**config.mk**
```make
export PLATFORM = sky130hd
export DESIGN_NAME = div_26_11_flat
export DESIGN_NICKNAME = d
export VERILOG_FILES = /design/src/rtl/div_pkg.sv /design/src/rtl/div_26_11_if.sv /design/src/rtl/div_step.sv /design/src/rtl/div_26_11.sv /design/src/flat_wrapper.sv
export SDC_FILE = /design/constraint.sdc
export NUM_CORES = 1
export LEC_CHECK = 0
export CORE_ASPECT_RATIO = 0.6
export CORE_MARGIN = 2
export CORE_UTILIZATION = 35
export DETAILED_ROUTE_END_ITERATION = 7
export PLACE_DENSITY_LB_ADDON = 0.05
export SLEW_MARGIN = 5
export SYNTH_ARGS = -nofsm -noshare
export SYNTH_HDL_FRONTEND = slang
export SYNTH_HIERARCHICAL = 1
export SYNTH_SLANG_ARGS = --single-unit
```
**constraint.sdc**
```tcl
create_clock -name clk -period 3.2 [get_ports clk]
set_clock_uncertainty 0.2 [all_clocks]
set_input_delay 0.8 -clock clk [delete_from_list [all_inputs] [get_ports clk]]
set_output_delay 0.8 -clock clk [all_outputs]
set_load 0.01 [all_outputs]
```
**src/rtl/div_pkg.sv**
```systemverilog
// rtl/div_pkg.sv - shared widths and FSM state type for the 26/11 divider
package div_pkg;

    localparam int ASIZE_DEF = 26;
    localparam int BSIZE_DEF = 11;
    localparam int QSIZE_DEF = ASIZE_DEF - BSIZE_DEF;

    typedef enum logic [1:0] {
        ST_IDLE = 2'd0,
        ST_CALC = 2'd1,
        ST_DONE = 2'd2
    } state_t;

endpackage

```
**src/rtl/div_26_11_if.sv**
```systemverilog
// rtl/div_26_11_if.sv - operand/result handshake bundle; port r exists only with DIV_REM_EN
interface div_26_11_if #(
    parameter int ASIZE = div_pkg::ASIZE_DEF,
    parameter int BSIZE = div_pkg::BSIZE_DEF
);
    localparam int QSIZE = ASIZE - BSIZE;

    logic             in_valid;
    logic             in_ready;
    logic [ASIZE-1:0] a;
    logic [BSIZE-1:0] b;
    logic             out_valid;
    logic             out_ready;
    logic [QSIZE-1:0] q;
`ifdef DIV_REM_EN
    logic [BSIZE-1:0] r;
`endif
    logic             dz;
    logic             ovf;

`ifdef DIV_REM_EN
    modport master (output in_valid, a, b, out_ready,
                    input  in_ready, out_valid, q, r, dz, ovf);
    modport slave  (input  in_valid, a, b, out_ready,
                    output in_ready, out_valid, q, r, dz, ovf);
`else
    modport master (output in_valid, a, b, out_ready,
                    input  in_ready, out_valid, q, dz, ovf);
    modport slave  (input  in_valid, a, b, out_ready,
                    output in_ready, out_valid, q, dz, ovf);
`endif

endinterface

```
**src/rtl/div_step.sv**
```systemverilog
// rtl/div_step.sv - one restoring-division step: shift in a dividend bit, trial subtract, pick quotient bit
module div_step #(
    parameter int BSIZE = 11
) (
    input  logic [BSIZE-1:0] rem_in,
    input  logic             bit_in,
    input  logic [BSIZE-1:0] divisor,
    output logic [BSIZE-1:0] rem_out,
    output logic             q_bit
);

    logic [BSIZE:0] trial;
    logic [BSIZE:0] diff;

    // Partial remainder stays below the divisor, so the kept result always fits BSIZE bits
    always_comb begin
        trial   = {rem_in, bit_in};
        diff    = trial - {1'b0, divisor};
        q_bit   = (trial >= {1'b0, divisor});
        rem_out = q_bit ? diff[BSIZE-1:0] : trial[BSIZE-1:0];
    end

endmodule

```
**src/rtl/div_26_11.sv**
```systemverilog
// rtl/div_26_11.sv - sequential restoring divider, 26-bit / 11-bit; DIV_REM_EN adds remainder output
module div_26_11
    import div_pkg::*;
#(
    parameter int ASIZE = ASIZE_DEF,
    parameter int BSIZE = BSIZE_DEF
) (
    input logic         clk,
    input logic         rst_n,
    input logic         ce,
    div_26_11_if.slave  bus
);

    localparam int QSIZE = ASIZE - BSIZE;
    localparam int CW    = $clog2(QSIZE);

    state_t           state, state_nxt;
    logic             setup;
    logic [CW-1:0]    cnt;
    logic [BSIZE-1:0] b_reg;
    logic [BSIZE-1:0] rem;
    logic [QSIZE-1:0] a_lo;
    logic [QSIZE-1:0] q_reg;
    logic             dz_reg;
    logic             ovf_reg;
    logic             flag_dz;
    logic             flag_ovf;
    logic             last;
    logic [BSIZE-1:0] rem_nxt;
    logic             q_bit;
`ifdef DIV_REM_EN
    logic [BSIZE-1:0] r_reg;
`endif

    // rem holds the upper dividend bits right after accept, so the overflow test is a plain compare
    assign flag_dz  = (b_reg == '0);
    assign flag_ovf = !flag_dz && (rem >= b_reg);
    assign last     = (cnt == CW'(QSIZE - 1));

    div_step #(.BSIZE(BSIZE)) u_step (
        .rem_in  (rem),
        .bit_in  (a_lo[QSIZE-1]),
        .divisor (b_reg),
        .rem_out (rem_nxt),
        .q_bit   (q_bit)
    );

    // State register
    always_ff @(posedge clk or negedge rst_n) begin
        if (!rst_n)
            state <= ST_IDLE;
        else if (ce)
            state <= state_nxt;
    end

    // Next state: first CALC cycle resolves flagged cases, then QSIZE iterations
    always_comb begin
        state_nxt = state;
        case (state)
            ST_IDLE: if (bus.in_valid) state_nxt = ST_CALC;
            ST_CALC: begin
                if (setup) begin
                    if (flag_dz || flag_ovf) state_nxt = ST_DONE;
                end else if (last) begin
                    state_nxt = ST_DONE;
                end
            end
            ST_DONE: if (bus.out_ready) state_nxt = ST_IDLE;
            default: state_nxt = ST_IDLE;
        endcase
    end

    // Datapath: operand capture, flag resolution, one quotient bit per enabled cycle
    always_ff @(posedge clk or negedge rst_n) begin
        if (!rst_n) begin
            setup   <= 1'b0;
            cnt     <= '0;
            b_reg   <= '0;
            rem     <= '0;
            a_lo    <= '0;
            q_reg   <= '0;
            dz_reg  <= 1'b0;
            ovf_reg <= 1'b0;
`ifdef DIV_REM_EN
            r_reg   <= '0;
`endif
        end else if (ce) begin
            case (state)
                ST_IDLE: begin
                    if (bus.in_valid) begin
                        b_reg <= bus.b;
                        rem   <= bus.a[ASIZE-1:QSIZE];
                        a_lo  <= bus.a[QSIZE-1:0];
                        setup <= 1'b1;
                        cnt   <= '0;
                    end
                end
                ST_CALC: begin
                    if (setup) begin
                        setup   <= 1'b0;
                        dz_reg  <= flag_dz;
                        ovf_reg <= flag_ovf;
                        q_reg   <= (flag_dz || flag_ovf) ? '1 : '0;
`ifdef DIV_REM_EN
                        if (flag_dz || flag_ovf) r_reg <= '0;
`endif
                    end else begin
                        rem   <= rem_nxt;
                        a_lo  <= {a_lo[QSIZE-2:0], 1'b0};
                        q_reg <= {q_reg[QSIZE-2:0], q_bit};
                        cnt   <= last ? '0 : cnt + CW'(1);
`ifdef DIV_REM_EN
                        if (last) r_reg <= rem_nxt;
`endif
                    end
                end
                default: ;
            endcase
        end
    end

    assign bus.in_ready  = (state == ST_IDLE);
    assign bus.out_valid = (state == ST_DONE);
    assign bus.q         = q_reg;
    assign bus.dz        = dz_reg;
    assign bus.ovf       = ovf_reg;
`ifdef DIV_REM_EN
    assign bus.r         = r_reg;
`endif

endmodule
```
**src/flat_wrapper.sv**
```systemverilog
// flat-port wrapper written by rule: the top's interface ports become plain ports
module div_26_11_flat import div_pkg::*;
#(
    parameter int ASIZE = ASIZE_DEF,
    parameter int BSIZE = BSIZE_DEF
)
  (clk, rst_n, ce, bus_in_valid, bus_a, bus_b, bus_out_ready, bus_in_ready, bus_out_valid, bus_q, bus_dz, bus_ovf);
  div_26_11_if #(.ASIZE(ASIZE), .BSIZE(BSIZE)) bus_i ();
  input logic clk;
  input logic rst_n;
  input logic ce;
  input wire logic [$bits(bus_i.in_valid)-1:0] bus_in_valid;
  input wire logic [$bits(bus_i.a)-1:0] bus_a;
  input wire logic [$bits(bus_i.b)-1:0] bus_b;
  input wire logic [$bits(bus_i.out_ready)-1:0] bus_out_ready;
  output wire logic [$bits(bus_i.in_ready)-1:0] bus_in_ready;
  output wire logic [$bits(bus_i.out_valid)-1:0] bus_out_valid;
  output wire logic [$bits(bus_i.q)-1:0] bus_q;
  output wire logic [$bits(bus_i.dz)-1:0] bus_dz;
  output wire logic [$bits(bus_i.ovf)-1:0] bus_ovf;
  assign bus_i.in_valid = bus_in_valid;
  assign bus_i.a = bus_a;
  assign bus_i.b = bus_b;
  assign bus_i.out_ready = bus_out_ready;
  assign bus_in_ready = bus_i.in_ready;
  assign bus_out_valid = bus_i.out_valid;
  assign bus_q = bus_i.q;
  assign bus_dz = bus_i.dz;
  assign bus_ovf = bus_i.ovf;
  div_26_11 #(.ASIZE(ASIZE), .BSIZE(BSIZE)) u_core (.clk(clk), .rst_n(rst_n), .ce(ce), .bus(bus_i));
endmodule
```
Word-level counts from Yosys, hierarchy flattened:

Cells that the tools add are included.

* logic and storage cells: 54
* register bits: 61
* output and inout bits: 19

* multiplexer cells: 21
* $lt $le $gt $ge: 2
* reductions and logical operators: 12
* add/subtract/negate cells: 2
* equality and inequality tests: 8

Operators with widths (number)
* two-way mux 15 bit: 4
* two-way mux 11 bit: 3
* case mux 15 bit (2 select lines): 1
* case mux 11 bit (2 select lines): 1
* >= comparator 12 x 11 -> 1 bit: 1
* two-way mux 4 bit: 3
* >= comparator 11 bit: 1
* logical NOT 11 bit: 1
* subtractor 11 bit: 1
* two-way mux 2 bit: 5
* AND reduction 3 bit: 3
* case mux 4 bit (2 select lines): 1
* inequality test 2 bit, second input constant: 3
* case mux 2 bit (3 select lines): 1
* AND reduction 5 bit: 1
* adder 4 x 1 -> 4 bit, second input constant: 1
* equality test 4 bit, second input constant: 1
* AND reduction 4 bit: 1
* inequality test 3 x 1 -> 1 bit, second input constant: 1
* inequality test 3 bit, second input constant: 1
* equality test 2 x 1 -> 1 bit, second input constant: 1
* equality test 2 bit, second input constant: 1
* logical NOT 2 bit: 1
* case mux 1 bit (2 select lines): 1
* other kinds (6): 6

Logic depth before layout (Yosys ltp):

Gate-level depths: netlist of run 1.

* word-level depth: 7
* mapped depth: 12
* depth with buffers taken out: 11

Hierarchy:

The synthesis of run 1 kept the hierarchy.

By module, submodules not included
* div_26_11: area each 3109.2 um^2, cells each 311, times used 1
* div_step: area each 754.5 um^2, cells each 110, times used 1

Worst setup path before layout of run 1:

No wires, ideal clock.

* kind: reg-to-reg
* start point: register u_core.b_reg[0]
* end point: register u_core.rem[2]
* period minus slack after synthesis: 2524 ps
* cell stages (with the launch flop): 12
* setup time: 133 ps
* data required time: 2867 ps
* path slack: 676 ps
* path buffers: 1
* arrival time: 2191 ps
* path through: dfrtp_1 -> ha_1 -> fa_1 -> and2b_1 -> o21ai_2 -> a311oi_2 -> o2bb2ai_2 -> buf_6 -> nand2_1 -> o21ai_2 -> mux2i_1 -> o21ai_0

* longest elaborated chain between the ends: 4

RTL lines
* start: declaration: line div_26_11.sv:20 `logic [BSIZE-1:0] b_reg;`
* start signal: assignment: line div_26_11.sv:91 `b_reg <= bus.b;`
* subtractor 11 bit or >= comparator 12 x 11 -> 1 bit (tied branches): line div_step.sv:18, div_step.sv:19
* two-way mux 11 bit (*): line div_step.sv:20 `rem_out = q_bit ? diff[BSIZE-1:0] : trial[BSIZE-1:0];`
* net u_core.rem_nxt[2]: line div_26_11.sv:29 `logic [BSIZE-1:0] rem_nxt;`
* two-way mux 11 bit (*): line div_26_11.sv:99 `if (setup) begin`
* case mux 11 bit (2 select lines) (*): line div_26_11.sv:88 `case (state)`
* end signal: assignment: line div_26_11.sv:92 `rem <= bus.a[ASIZE-1:QSIZE];`
* end signal: assignment: line div_26_11.sv:108 `rem <= rem_nxt;`
* end: declaration: line div_26_11.sv:21 `logic [BSIZE-1:0] rem;`

Mark *: on every way through the listed nets, which the timed path passes. The rest lies on a longest branch. The select of a mux whose other input is x is not followed.
A chain may end at the register's enable or synchronous reset.

Final worst setup path of run 1:

* start point: register u_core.b_reg[0]
* end point: register u_core.rem[4]

Same word-level chain as after synthesis.

==> results of run 1 <==
## worst register-to-register path, cell delays in order (launching register included)
cell,delay [ns]
dfrtp_1,0.43
ha_1,0.23
fa_1,0.41
and2b_1,0.25
o21ai_2,0.07
a311oi_2,0.35
o2bb2ai_2,0.10
buf_4,0.22
o31ai_1,0.28
mux2i_1,0.10
o21ai_0,0.14
## per-stage QoR
stage          utilization (%)  power, mW  cell area, um^2  setup slack, ns  instances
6_report                  45.7       5.85             4870            0.349        621
5_1_grt                   45.7       6.43             4870            0.153        621
4_1_cts                   45.7       5.90             4870            0.331        621
3_5_place_dp              42.6       4.78             4540            0.344        606
3_3_place_gp              42.6       4.74             4540            0.419        606
2_1_floorplan                -       3.97             3860            0.676        421
## cell type report
| class | count | share of cell area (%) |
|---|---|---|
| clock buffers | 12 | 5.47 |
| clock inverters | 3 | 1.39 |
| inverters | 29 | 2.23 |
| multi-input cells | 309 | 42.3 |
| flip-flops and latches | 61 | 31.3 |
| well taps | 139 | 3.57 |
| repair buffers | 68 | 13.7 |
## kinds of logic after synthesis
logic type | Yosys count | share of synthesized area (%)
buffers and inverters | 51 | 7.29
AND/OR/NAND/NOR | 157 | 21.1
flip-flops | 61 | 39.5
adder cells (fa/ha/maj) | 25 | 8.29
AO/OA/AOI/OAI | 94 | 15.4
XOR/XNOR | 6 | 1.36
multiplexers | 27 | 7.03
## cell usage in the layout (no fill, tap or decap), types with 2 or more instances in the layout
master,n
a21o_1,4
a21oi_1,9
and3_1,5
buf_4,7
bufinv_16,2
clkbuf_16,9
clkbuf_8,3
clkdlybuf4s50_1,59
dfrtp_1,61
ha_1,24
inv_1,29
mux2i_1,26
nand2_1,66
nand2b_1,6
nand3_1,3
nand3_2,2
nand4_1,3
nor2_1,24
nor2b_1,5
nor3_1,22
nor3_2,9
o211ai_1,3
o21ai_0,50
o21ai_1,3
o21ai_2,8
o31ai_1,3
xnor2_1,2
xor2_1,4
## path summary, 6_finish.rpt
| path | start | end | slack [ns] | depth (start not counted) |
|---|---|---|---|---|
| min in group clk | u_core/a_lo[13] | u_core/a_lo[13] | 0.28 | 2 |
| max in group asynchronous | rst_n | u_core/rem[3] | 2.23 | 2 |
| worst min-delay path | rst_n | u_core/rem[4] | 0.28 | 2 |
| worst max register to register | u_core/b_reg[0] | u_core/rem[4] | 0.35 | 10 |
| worst min register to register | u_core/a_lo[13] | u_core/a_lo[13] | 0.28 | 2 |
| worst max-delay path | u_core/b_reg[0] | u_core/rem[4] | 0.35 | 10 |
## cell usage after synthesis, drive strengths merged (6+ instances only)
| cell | number | area share, % |
|---|---|---|
| nand2 | 67 | 6.7 |
| dfrtp | 61 | 40 |
| o21ai | 61 | 8.7 |
| nor3 | 32 | 5.6 |
| inv | 29 | 2.8 |
| mux2i | 26 | 6.7 |
| ha | 24 | 7.8 |
| nor2 | 24 | 2.3 |
| buf | 12 | 2.8 |
| a21oi | 10 | 1.4 |
| clkbuf | 9 | 1.4 |
| nand2b | 6 | 0.97 |
| nor2b | 6 | 0.97 |
## power breakdown
group | internal [mW] | switching [mW] | total, mW | leakage (nW)
Combinational | 1.46 | 1.81 | 3.27 | 1.27
Clock | 0.740 | 0.338 | 1.08 | 0.161
Sequential | 1.13 | 0.373 | 1.50 | 0.742
## layer usage
| layer | share of wire, % | GRT usage, % | up-vias |
|---|---|---|---|
| li1 | - | - | 1577 |
| met1 | 56 | 27.4 | 1431 |
| met2 | 37 | 23.2 | 85 |
| met3 | 6.2 | 5.14 | 6 |
| met4 | 0.63 | 3.82 | 0 |
| met5 | 0 | 0 | - |
==> impl_metrics.py, run 1 <==
metrics = {
    "setup_path": {
        "worstPathRequired_ns": 3.25,
        "slowest_delay_ns": 0.43,
        "crit_path_top_delay_cell": "dfrtp_1",
        "criticalPathCategory": "register to register",
        "path_cells": "ha_1, fa_1, and2b_1, o21ai_2, a311oi_2, o2bb2ai_2, buf_4, o31ai_1, mux2i_1, o21ai_0",
        "path_buf_inv": 1,
        "crit_family": "compound AO/OA/AOI/OAI gates",
        "end_kind": "register",
        "cp_data_arrival_time_ns": 2.90,
        "worstSetupStartpointType": "register",
        "crit_fanout": 21,
    },
    "power": {
        "p_per_area_nw_per_um2": 1200,
        "power_leakage_nw": 2.17,
        "ir_drop_v": 0.000453,
    },
    "run_status": {
        "status": "complete, no violations",
    },
    "sta": {
        "hold_viol": 0,
        "max_slew.worst_pin.slew_ns": 0.713,
        "period_share_pct": 89.1,
        "fin_tns_setup_ns": 0,
        "rsz0062_at_grt": "no",
        "relSlewSlack_pct": 52.5,
        "fmax_mhz": 351,
        "period_minus_slack_ns": 2.85,
        "hold-worst-slack_ns": 0.277,
        "setup_viol": 0,
        "final_max_slew_viol_count": 0,
    },
    "clocking": {
        "clock_latency_ns": 0.33,
        "htreeDepth": 3,
        "clk_path_buf_depth": 2,
        "hold_buffers": 0,
        "cts_inserted_buffers": 9,
        "cts_tree": "done",
        "clockRootBuffer": "clkbuf_16",
        "clock_sinks": 61,
        "path_clk_slew_ns": 0.05,
        "cts_resized": 0,
        "post_cts_buffers": 0,
    },
    "global_routing": {
        "grt_pass1_wl_um": 16200,
        "grt_pass1_vias": 3076,
        "grt_usage_pct": 17.4,
        "grt_max_degree": 62,
        "grt-ovfl-total": 0,
        "antenna_found_initial": 0,
    },
    "synth": {
        "synth-seq-cells": 61,
        "netlist_instances": 421,
        "synth_seq_area_share_pct": 39.5,
        "yosysWarnings": 6,
        "synth_cell_type_count": 57,
        "avgSynthCellArea_um2": 9.18,
        "syn-cell-area_um2": 3860,
        "ys_async_sr_fraction_pct": 100,
        "mappedNetlistNets": 488,
        "synth-edff-count": 0,
        "ys.flop_type": "dfrtp_1",
    },
    "place": {
        "dp_hpwl_um": 6760,
        "gp_congestion": 0.838,
        "numPortBuffers": 60,
    },
    "floorplanning": {
        "io_pins": 61,
        "rows": 29,
        "core_um2": 10700,
        "start_util_pct": 36.2,
        "die-area_um2": 11900,
        "die_w_um": 140,
        "die_height_um": 85.4,
    },
    "drt": {
        "viasPerCell": 4.99,
        "post-route-drc-count": 0,
        "vias": 3099,
        "drt_first_pass_iters": 4,
        "drt_iter0_markers": 157,
        "wl_um": 9340,
        "wl_per_cell_um": 15.0,
        "antenna_left": 0,
    },
    "layout": {
        "nets": 545,
        "drive_gt1_share_pct": 11.4,
        "num-fill-cells": 1036,
        "regArea_um2": 1530,
        "antenna_cells": 0,
        "multiInputGateArea_um2": 2060,
        "syn2layout_area_growth_pct": 26.2,
    },
    "min_path": {
        "hold_path.class": "input pin to async pin",
    },
    "run": {
        "cap_violations": 0,
    },
}
(Power assumes the default switching activity.)
==> run 2, diff against run 1 <==
Settings changed: ABC_AREA set to 0, SYNTH_HIERARCHICAL 1 to unset.
==> run 2 against run 1 <==
Against the previous run: via count is 0.68% lower; hold slack worse by 0.0010 ns; utilization is 2.4 points higher; final area is 1.5% lower; die area is 5.6% lower; cell count is 2.4% lower; routed wire length is 1.6% higher; critical path depth is 1 lower; fmax is 3.5% higher; non-clock buffer count is 5 higher; highest routed layer unchanged; first-iteration DRC count is 68% higher.
==> impl_metrics.py, run 2 <==
metrics = {
    "power": {
        "p_per_area_nw_per_um2": 1170,
        "ir_drop_v": 0.000405,
        "power_leakage_nw": 2.08,
    },
    "setup_path": {
        "cp_data_arrival_time_ns": 2.76,
        "end_kind": "register",
        "crit_fanout": 5,
        "worstPathRequired_ns": 3.20,
        "criticalPathCategory": "register to register",
        "worstSetupStartpointType": "register",
    },
    "global_routing": {
        "grt_pass1_vias": 3046,
        "grt_usage_pct": 18.4,
        "grt_pass1_wl_um": 16100,
        "grt-ovfl-total": 0,
        "antenna_found_initial": 0,
        "grt_max_degree": 56,
    },
    "synth": {
        "synth_most_common_cell": "nand2_1",
        "ys_async_sr_fraction_pct": 100,
        "yosys-top-cells-count": "nand2_1 (65), dfrtp_1 (61), o21ai_0 (56)",
        "synth-seq-cells": 61,
        "synth_area_leaders": "dfrtp_1 (42%), ha_1 (8.3%), o21ai_0 (7.7%), nand2_1 (6.7%), mux2i_1 (5.5%)",
        "ys.flop_type": "dfrtp_1",
        "yosysWarnings": 0,
        "synth_seq_area_share_pct": 41.9,
        "netlist_instances": 404,
        "syn-cell-area_um2": 3640,
        "avgSynthCellArea_um2": 9.01,
        "yosys.area.top_type": "dfrtp_1",
        "synth_top_area_share_pct": 41.9,
        "synth-edff-count": 0,
        "mappedNetlistNets": 471,
        "synth_cell_type_count": 51,
    },
    "layout": {
        "drive_gt1_share_pct": 7.86,
        "mostFrequentLayoutCells": "nand2_1 (65), dfrtp_1 (61), clkdlybuf4s50_1 (59)",
        "layoutNonFillerInstCount": 606,
        "nets": 533,
        "antenna_cells": 0,
        "syn2layout_area_growth_pct": 31.9,
        "final_common_cell": "nand2_1",
    },
    "sta": {
        "max_slew.worst_pin.slew_ns": 0.689,
        "setup_viol": 0,
        "final_max_slew_viol_count": 0,
        "rsz0062_at_grt": "no",
        "relSlewSlack_pct": 54.1,
        "hold_viol": 0,
        "period_share_pct": 86.1,
        "fin_tns_setup_ns": 0,
        "period_minus_slack_ns": 2.76,
        "fmax_mhz": 363,
    },
    "drt": {
        "viasPerCell": 5.08,
        "wl_per_cell_um": 15.7,
        "post-route-drc-count": 0,
        "antenna_left": 0,
        "wl_um": 9490,
        "drt_first_pass_iters": 4,
        "drt_iter0_markers": 263,
        "vias": 3078,
    },
    "floorplanning": {
        "io_pins": 61,
        "die_height_um": 83.0,
        "die-area_um2": 11300,
        "die_w_um": 136,
        "core_um2": 9980,
        "start_util_pct": 36.5,
        "rows": 28,
    },
    "place": {
        "placed_cells": 590,
        "dp_hpwl_um": 7030,
        "numPortBuffers": 60,
        "gp_congestion": 0.868,
    },
    "clocking": {
        "hold_buffers": 0,
        "cts_inserted_buffers": 9,
        "path_clk_slew_ns": 0.06,
        "cts_resized": 0,
        "htreeDepth": 3,
        "post_cts_buffers": 0,
        "cts_tree": "done",
        "clock_sinks": 61,
        "clk_path_buf_depth": 2,
        "clockRootBuffer": "clkbuf_16",
        "clock_latency_ns": 0.33,
    },
    "run": {
        "cap_violations": 0,
    },
    "min_path": {
        "hold_path.class": "register to register",
    },
    "run_status": {
        "status": "complete, no violations",
    },
}
run 2: changes by cell type after synthesis, sizes merged, moves of 5 or more:
cell	before	now
nor3b	0	5
inv	29	15
o221ai	1	7
clkbuf	9	15
mux2i	26	20
nor3	32	5
nor2	24	11
o21ai	61	73
buf	12	7
a21oi	10	16
run 2: final cells by class:
class | count | area (um^2)
fill | 949 | 5180
multi-input combinational | 306 | 1970
sequential | 61 | 1530
timing repair buffer | 73 | 718
clock buffer | 10 | 229
tap | 135 | 169
clock inverter | 6 | 134
inverter | 15 | 56.3
run 2: cells by family after synthesis:
group                      after synthesis  share of synthesized area [%]
and+or+nand+nor                        131                           17.5
xor gates and xnor gates                 5                           1.20
adders and majority gates               25                           8.80
AOI/OAI and AO/OA                      124                           20.4
DFF                                     61                           41.9
muxes                                   21                           5.81
buffers and inverters                   37                           4.33
run 2: where the power goes:
| group | switching, mW | internal [mW] |
|---|---|---|
| logic | 1.65 | 1.33 |
| registers | 0.330 | 1.12 |
| clock network | 0.357 | 0.841 |
| total | 2.34 | 3.29 |
run 2: through the flow:
step           setup slack, ns  utilization, %  hold slack (ns)  area [um^2]  total power [mW]
2_1_floorplan            0.660               -            0.250         3640              3.45
3_3_place_gp             0.540            44.5            0.264         4440              4.41
3_5_place_dp             0.449            44.5            0.270         4440              4.40
4_1_cts                  0.454            48.1            0.282         4800              5.63
5_1_grt                  0.273            48.1            0.303         4800              6.12
6_report                 0.445            48.1            0.276         4800              5.63
run 2: worst paths after layout:
check                             endpoint            start  slack, ns  cells past startpoint
max in group asynchronous  u_core.b_reg[6]            rst_n       1.85                      2
min in group asynchronous  u_core.a_lo[10]            rst_n       0.30                      1
hold / removal              u_core.a_lo[2]   u_core.a_lo[2]       0.28                      2
setup / recovery             u_core.rem[2]  u_core.b_reg[0]       0.44                      9
setup reg to reg             u_core.rem[2]  u_core.b_reg[0]       0.44                      9
hold reg to reg             u_core.a_lo[2]   u_core.a_lo[2]       0.28                      2
run 2: worst max-delay path, stage by stage (launching register included):
cell	delay, ns
dfrtp_1	0.42
ha_1	0.23
fa_1	0.39
nand2b_1	0.18
o2bb2ai_1	0.19
a211oi_2	0.25
or3_1	0.25
buf_4	0.19
mux2i_1	0.20
o221ai_1	0.12
run 2: layer usage:
| layer | up-vias | track usage (%) | part of all wire (%) |
|---|---|---|---|
| met4 | 0 | 4.55 | 1.2 |
| met5 | - | 0 | 0 |
| li1 | 1573 | - | - |
| met2 | 89 | 23.7 | 38 |
| met1 | 1406 | 28.6 | 54 |
| met3 | 10 | 6.47 | 7.5 |
==> run 3, diff against run 2 <==
Settings changed: CORE_UTILIZATION 35 to 54.
==> run 3 against run 2 <==
Against the previous run: non-clock buffer count is 3 lower; die area is 34% lower; first-iteration DRC count is 1.9% lower; routed wire length is 7.8% lower; fmax is 2.3% lower; critical path depth is 1 lower; worst setup slack worse by 0.064 ns.
==> impl_metrics.py, run 3 (synthesis gave the netlist of run 2 again) <==
metrics = {
    "layout": {
        "antenna_cells": 0,
        "drive_gt1_share_pct": 6.87,
        "mostFrequentLayoutCells": "nand2_1 (65), dfrtp_1 (61), clkdlybuf4s50_1 (59)",
        "final_common_cell": "nand2_1",
        "nets": 530,
        "finalInstanceArea_um2": 4510,
        "post-route-util_pct": 68.4,
        "syn2layout_area_growth_pct": 23.9,
    },
    "floorplanning": {
        "die_height_um": 67.6,
        "rows": 23,
        "io_pins": 61,
        "die_w_um": 110,
        "core_um2": 6590,
        "die-area_um2": 7430,
        "start_util_pct": 55.2,
    },
    "run": {
        "cap_violations": 0,
    },
    "sta": {
        "period_minus_slack_ns": 2.82,
        "finalWorstSetupSlack_ns": 0.381,
        "final_max_slew_viol_count": 0,
        "setup_viol": 0,
        "fmax_mhz": 355,
        "period_share_pct": 88.1,
        "hold-worst-slack_ns": 0.254,
        "max_slew.worst_pin.slew_ns": 0.594,
        "rsz0062_at_grt": "no",
        "hold_viol": 0,
        "fin_tns_setup_ns": 0,
        "relSlewSlack_pct": 60.0,
    },
    "global_routing": {
        "grt_pass1_wl_um": 14300,
        "grt_usage_pct": 26.1,
        "grt_pass1_vias": 2896,
        "grt-ovfl-total": 0,
        "antenna_found_initial": 0,
        "grt_max_degree": 39,
    },
    "clocking": {
        "cts_resized": 0,
        "hold_buffers": 0,
        "clockRootBuffer": "clkbuf_8",
        "cts_tree": "done",
        "clock_sinks": 61,
        "post_cts_buffers": 0,
        "cts_inserted_buffers": 9,
        "clock_latency_ns": 0.35,
        "htreeDepth": 3,
        "clk_path_buf_depth": 2,
        "path_clk_slew_ns": 0.07,
    },
    "min_path": {
        "hold_path.class": "input pin to async pin",
    },
    "drt": {
        "wl_per_cell_um": 15.8,
        "drt_iter0_markers": 258,
        "post-route-drc-count": 0,
        "vias": 3126,
        "drt_first_pass_iters": 5,
        "antenna_left": 0,
        "wl_um": 8750,
        "viasPerCell": 5.65,
    },
    "place": {
        "post_dp_cell_area_um2": 4340,
        "gp_congestion": 0.952,
        "dp_hpwl_um": 6440,
        "numPortBuffers": 60,
        "post-place-ws_ns": 0.375,
    },
    "setup_path": {
        "crit_fanout": 8,
        "reg2reg_from": "u_core.b_reg[0]",
        "crit_path_top_delay_cell": "dfrtp_1",
        "r2r_slack_ns": 0.38,
        "path_cells": "ha_1, fa_1, nand2b_1, o2bb2ai_1, a211oi_2, or3_1, mux2i_1, a221o_1",
        "worstSetupStartpointType": "register",
        "critPathLaunch": "u_core.b_reg[0]",
        "slowest_delay_ns": 0.41,
        "end_kind": "register",
        "worstPathRequired_ns": 3.24,
        "cp_data_arrival_time_ns": 2.86,
        "criticalPathCategory": "register to register",
    },
    "power": {
        "p_per_area_nw_per_um2": 1090,
        "ir_drop_v": 0.000579,
        "power_leakage_nw": 1.97,
    },
    "run_status": {
        "status": "complete, no violations",
    },
}
## run 3: cell count changes in the layout (fill, tap and decap cells not counted)
cell / delta
bufinv_16: -4
clkbuf_8: +11
inv_6: -1
clkinv_2: +1
buf_12: -1
clkbuf_16: -9
buf_4: -2
## run 3: layout make-up
class                           count  area [um^2]
Tap cell                           87          109
Inverter                           15         56.3
Timing Repair Buffer               70          683
Clock inverter                      2         10.0
Multi-Input combinational cell    306         1970
Fill cell                         558         2080
Clock buffer                       12          155
Sequential cell                    61         1530
## run 3: path summary, 6_finish.rpt
path	endpoint	cells past startpoint
worst max register to register	u_core.rem[1]	8
worst min-delay path	u_core.a_lo[7]	1
worst max-delay path	u_core.rem[1]	8
max in group asynchronous	u_core.bus.q[12]	2
min in group clk	u_core.a_lo[2]	2
worst min register to register	u_core.a_lo[2]	2
## run 3: power breakdown
group | switching (mW) | internal (mW) | leakage (nW)
Sequential | 0.356 | 1.12 | 0.764
Combinational | 1.54 | 1.29 | 1.12
Clock | 0.291 | 0.312 | 0.0881
## run 3: worst max-delay path: cells and delay by family, from the launching register on
kind / cells / cell delay (ns)
AOI/OAI and AO/OA: 3 / 0.77
DFF: 1 / 0.41
adders and majority gates: 2 / 0.62
and+or+nand+nor: 2 / 0.57
muxes: 1 / 0.13
## run 3: through the flow
step           power (mW)  instances
2_1_floorplan        3.45        404
3_3_place_gp         4.21        539
3_5_place_dp         4.30        539
4_1_cts              4.92        553
5_1_grt              5.37        553
6_report             4.91        553
## run 3: per-layer routing
metal / track usage (%) / part of all wire [%] / vias to the layer above
li1: - / - / 1557
met1: 38.7 / 51 / 1470
met2: 37.1 / 41 / 94
met3: 8.30 / 7.6 / 5
met4: 5.22 / 0.48 / 0
met5: 0 / 0 / -
